`config.mk`:
```
export PLATFORM = sky130hd
export DESIGN_NAME = serial_rx_param
export DESIGN_NICKNAME = d
export VERILOG_FILES = /design/src/rtl/serial_rx_param.sv
export SDC_FILE = /design/constraint.sdc
export NUM_CORES = 1
export LEC_CHECK = 0
export CAP_MARGIN = 30
export CORE_ASPECT_RATIO = 1.1
export CORE_MARGIN = 4
export CORE_UTILIZATION = 60
export CTS_BUF_LIST = sky130_fd_sc_hd__clkbuf_8
export CTS_CLUSTER_SIZE = 24
export DETAILED_ROUTE_END_ITERATION = 10
export DONT_BUFFER_PORTS = 1
export PLACE_DENSITY_LB_ADDON = 0.2
export SKIP_CTS_REPAIR_TIMING = 1
export SLEW_MARGIN = 25
export SYNTH_ARGS = -nofsm -noshare
export SYNTH_HDL_FRONTEND = slang
export SYNTH_SLANG_ARGS = --single-unit
```
`constraint.sdc`:
```
create_clock -name clk -period 2.86 [get_ports clk]
set_input_delay 0.286 -clock clk [delete_from_list [all_inputs] [get_ports clk]]
set_output_delay 0.286 -clock clk [all_outputs]
set_load 0.05 [all_outputs]
```
`src/rtl/serial_rx_param.sv`:
```
// Parametrised serial frame receiver: start bit, DATA_W data bits, optional parity, 1-2 stop bits.
// Good frames, parity errors and framing errors are reported on separate one-cycle strobes.
module serial_rx_param #(
    parameter int DATA_W     = 8,
    parameter int PARITY_EN  = 1,
    parameter int PARITY_ODD = 1,
    parameter int STOP_BITS  = 1,
    parameter int LSB_FIRST  = 1
) (
    input  logic              clk,
    input  logic              reset,
    input  logic              in,
    output logic [DATA_W-1:0] out_data,
    output logic              done,
    output logic              parity_err,
    output logic              frame_err,
    output logic              busy
);

    localparam logic [2:0] S_IDLE   = 3'd0;
    localparam logic [2:0] S_DATA   = 3'd1;
    localparam logic [2:0] S_PARITY = 3'd2;
    localparam logic [2:0] S_STOP   = 3'd3;
    localparam logic [2:0] S_DONE   = 3'd4;
    localparam logic [2:0] S_ERROR  = 3'd5;

    localparam logic [5:0] LAST_DATA  = 6'(DATA_W - 1);
    localparam logic [5:0] LAST_STOP  = 6'(STOP_BITS - 1);
    localparam logic       HAS_PARITY = (PARITY_EN != 0);
    localparam logic       ODD_SENSE  = (PARITY_ODD != 0);

    logic [2:0]        state_q, state_d;
    logic [5:0]        cnt_q, cnt_d;
    logic [DATA_W-1:0] shift_q, shift_d, shift_ins;
    logic              par_q, par_d;
    logic              bad_par_q, bad_par_d;
    logic [DATA_W-1:0] out_data_q, out_data_d;
    logic              done_q, done_d;
    logic              perr_q, perr_d;
    logic              ferr_q, ferr_d;
    logic              busy_q, busy_d;

    // Each data bit lands directly in its final position, so bit order is a pure index mapping.
    for (genvar gi = 0; gi < DATA_W; gi++) begin : g_ins
        localparam logic [5:0] POS = (LSB_FIRST != 0) ? 6'(gi) : 6'(DATA_W - 1 - gi);
        assign shift_ins[gi] = (cnt_q == POS) ? in : shift_q[gi];
    end

    always_comb begin
        state_d    = state_q;
        cnt_d      = cnt_q;
        shift_d    = shift_q;
        par_d      = par_q;
        bad_par_d  = bad_par_q;
        out_data_d = out_data_q;
        done_d     = 1'b0;
        perr_d     = 1'b0;
        ferr_d     = 1'b0;
        case (state_q)
            S_IDLE: begin
                if (!in) begin
                    state_d   = S_DATA;
                    cnt_d     = '0;
                    par_d     = 1'b0;
                    bad_par_d = 1'b0;
                end
            end
            S_DATA: begin
                shift_d = shift_ins;
                par_d   = par_q ^ in;
                cnt_d   = cnt_q + 6'd1;
                if (cnt_q == LAST_DATA) begin
                    cnt_d   = '0;
                    state_d = HAS_PARITY ? S_PARITY : S_STOP;
                end
            end
            S_PARITY: begin
                bad_par_d = ((par_q ^ in) != ODD_SENSE);
                state_d   = S_STOP;
            end
            S_STOP: begin
                if (!in) begin
                    state_d = S_ERROR;
                    ferr_d  = 1'b1;
                end else if (cnt_q == LAST_STOP) begin
                    state_d = S_DONE;
                    if (bad_par_q) begin
                        perr_d = 1'b1;
                    end else begin
                        done_d     = 1'b1;
                        out_data_d = shift_q;
                    end
                end else begin
                    cnt_d = cnt_q + 6'd1;
                end
            end
            S_DONE: begin
                // A 0 right after the last stop bit starts the next frame with no idle gap.
                if (!in) begin
                    state_d   = S_DATA;
                    cnt_d     = '0;
                    par_d     = 1'b0;
                    bad_par_d = 1'b0;
                end else begin
                    state_d = S_IDLE;
                end
            end
            S_ERROR: begin
                if (in) begin
                    state_d = S_IDLE;
                end
            end
            default: state_d = S_IDLE;
        endcase
        busy_d = (state_d == S_DATA) || (state_d == S_PARITY) || (state_d == S_STOP);
    end

    always_ff @(posedge clk) begin
        if (!reset) begin
            state_q    <= S_IDLE;
            cnt_q      <= '0;
            shift_q    <= '0;
            par_q      <= 1'b0;
            bad_par_q  <= 1'b0;
            out_data_q <= '0;
            done_q     <= 1'b0;
            perr_q     <= 1'b0;
            ferr_q     <= 1'b0;
            busy_q     <= 1'b0;
        end else begin
            state_q    <= state_d;
            cnt_q      <= cnt_d;
            shift_q    <= shift_d;
            par_q      <= par_d;
            bad_par_q  <= bad_par_d;
            out_data_q <= out_data_d;
            done_q     <= done_d;
            perr_q     <= perr_d;
            ferr_q     <= ferr_d;
            busy_q     <= busy_d;
        end
    end

    assign out_data   = out_data_q;
    assign done       = done_q;
    assign parity_err = perr_q;
    assign frame_err  = ferr_q;
    assign busy       = busy_q;

endmodule

```
==> impl_metrics.tcl <==
set metrics [dict create \
    comb_power_share 0.063 \
    p_leak_nw 0.6554 \
    total_power_mw 0.8474 \
    max_cap_violations 0 \
    clock_skew_ns 0.005161 \
    p_sw_mw 0.1984 \
    async_reset_ff_frac 0 \
    instances_no_fill 198 \
    critPathTopFamily "simple AND/OR/NAND/NOR gates" \
    max_slew.worst_pin.slew_ns 0.6154 \
    end_kind "register" \
    synth_area_leader_cell "dfxtp_1" \
    cp.arrival_ns 2.36 \
    grt_pass1_wl_mm 5.016 \
    synthCells 169 \
    drt-initial-drc-count 49 \
    start_kind "register" \
    crit_buf_inv 1 \
    seq_area_frac_synth 0.4151 \
    fmax_mhz 455.7 \
    grt_overflow 0 \
    synth_area_um2 1495 \
    drive_gt1_frac 0.08929 \
    p_sw_frac 0.2342 \
    antenna_cells 0 \
    finalHoldViolCount 0 \
    synth_edf_count 0 \
    cts_max_level 2 \
    grt_use_total 0.1929 \
    portBuffers 0 \
    p_int_mw 0.6490 \
    ys.flop_type "dfxtp_1" \
    num_vias 1220 \
    relSlewSlack 0.5885 \
    power_density_nw_per_um2 533.3 \
    clk_path_buf_depth 2 \
    clk_pin_slew_ns 0.06 \
    clock_latency_ns 0.28 \
    synth_seq_cells 31 \
    synth.area.top_cells "dfxtp_1 (42%), mux2i_1 (10%), nor2_1 (5.3%), ha_1 (3.3%), nand3_1 (3.3%)" \
    final.setup.tns_ns 0 \
    cts_buffers 5 \
    routed_wl_mm 2.932 \
    cts-root-buf "clkbuf_8" \
    core_area_um2 2320 \
    die_y_um 60.36 \
    hp-class "in2reg" \
    drc 0 \
    tritoncts "done" \
    postLayoutCoreUtil 0.6850 \
    cp_cell_sequence "inv_1, ha_1, nor3b_2, nand4_1, mux2i_1, nor2_1" \
    finalSetupViolCount 0 \
    ir_drop_uv 520.2 \
    yosysTopAreaCellShare 0.4151 \
    area_growth_pct 6.276 \
    status "finished clean" \
    critical_path_required_ns 3.02 \
    synth.net_count 176 \
    cpPeakStageDelay_ns 0.61 \
    p_clk_frac 0.403 \
    dieArea_um2 3355 \
    routedWlPerCell_um 14.81 \
    antenna_found_initial 0 \
    rsz0062_at_grt "false" \
    dp_cells 191 \
    avgSynthCellArea_um2 8.847 \
    synth_cell_type_count 42 \
    crit_type "reg2reg" \
    routabilityCongestion 0.8395 \
    die_x_um 55.60 \
    drv_slew 0 \
    row_count 18 \
    cp_max_fo 9 \
    period_minus_slack_ns 2.194 \
    clock_sinks 31 \
    cp_slowest_cell "nand4_1" \
    grt_max_degree 22 \
    io_pins 15 \
    post-dp-hpwl_mm 2.070 \
    pwr-share-seq 0.534 \
    dr.pass1.iters 4 \
    grt_pass1_vias 1181 \
    yosysWarnings 0 \
    fin_nets 175 \
    fin_crit_sh 0.7672 \
    mostFrequentLayoutCell "dfxtp_1" \
    final_cell_mix "dfxtp_1 (31), nor2_1 (21), mux2i_1 (15)" \
    start_util 0.6446 \
    antenna_left 0 \
    via_per_inst 6.162 \
]
## synthesized netlist by cell type (all sizes together), types with 2 or more instances
master,instances
or4,3
dfxtp,31
and3,3
o21ai,7
nor3b,3
nand2b,2
clkbuf,3
a21oi,9
nor2,21
nor3,5
inv,6
o31ai,3
buf,6
mux2i,16
nor2b,5
nand3,10
ha,4
nand2,11
nand4,7
## registers in the layout, indices dropped and copies added, names as in the netlist
name	flops
out_data	8
shift_q	8
cnt_q	6
state_q	3
bad_par_q	1
busy	1
done	1
frame_err	1
par_q	1
parity_err	1
## metrics by stage
stage,hold slack (ns),area [um2],worst slack [ns]
2_1_floorplan,0.4378,1495,1.221
3_3_place_gp,0.3712,1501,0.8686
3_5_place_dp,0.3736,1501,0.7176
4_1_cts,0.07604,1589,0.7085
5_1_grt,0.07282,1589,0.4443
6_report,0.07932,1589,0.6657
## power by group through the flow
| stage | Combinational (mW) | Clock, mW | Sequential (mW) |
|---|---|---|---|
| 6_report | 0.0534 | 0.342 | 0.453 |
| 5_1_grt | 0.0600 | 0.369 | 0.454 |
| 4_1_cts | 0.0527 | 0.345 | 0.452 |
| 3_5_place_dp | 0.0522 | 0 | 0.462 |
| 3_3_place_gp | 0.0496 | 0 | 0.461 |
| 2_1_floorplan | 0.0501 | 0 | 0.458 |
## cell families after synthesis
family	count (synthesis)	synth area share
buf+inv	16	0.04351
compound gates	26	0.1096
simple gates	74	0.2711
xor+xnor	2	0.01172
mux	16	0.1155
fa+ha+maj	4	0.03347
flops	31	0.4151
## layout make-up
| class | instances | area, um2 |
|---|---|---|
| multi-input cells | 122 | 809.5 |
| fillers | 179 | 730.7 |
| flip-flops and latches | 31 | 620.6 |
| clock buffers | 6 | 82.58 |
| well taps | 30 | 37.54 |
| inverters | 7 | 26.28 |
| repair buffers | 1 | 7.507 |
| clock inverters | 1 | 5.005 |
## worst paths after layout
path | slack (ns) | to | cells after the start | startpoint
max | 0.67 | out_data[3]$_SDFFE_PN0P_ | 6 | cnt_q[0]$_SDFFE_PN0P_
min | 0.08 | frame_err$_SDFF_PN0_ | 1 | in
max reg2reg | 0.67 | out_data[3]$_SDFFE_PN0P_ | 6 | cnt_q[0]$_SDFFE_PN0P_
min reg2reg | 0.46 | shift_q[7]$_SDFFE_PN0P_ | 2 | shift_q[7]$_SDFFE_PN0P_
## metal layers
layer | up-vias | part of all wire | track usage
li1 | 600 | - | -
met4 | 0 | 0.019 | 0.1146
met2 | 43 | 0.49 | 0.3260
met5 | - | 0 | 0
met1 | 570 | 0.42 | 0.2047
met3 | 7 | 0.070 | 0.08298
(Power assumes the default switching activity.)
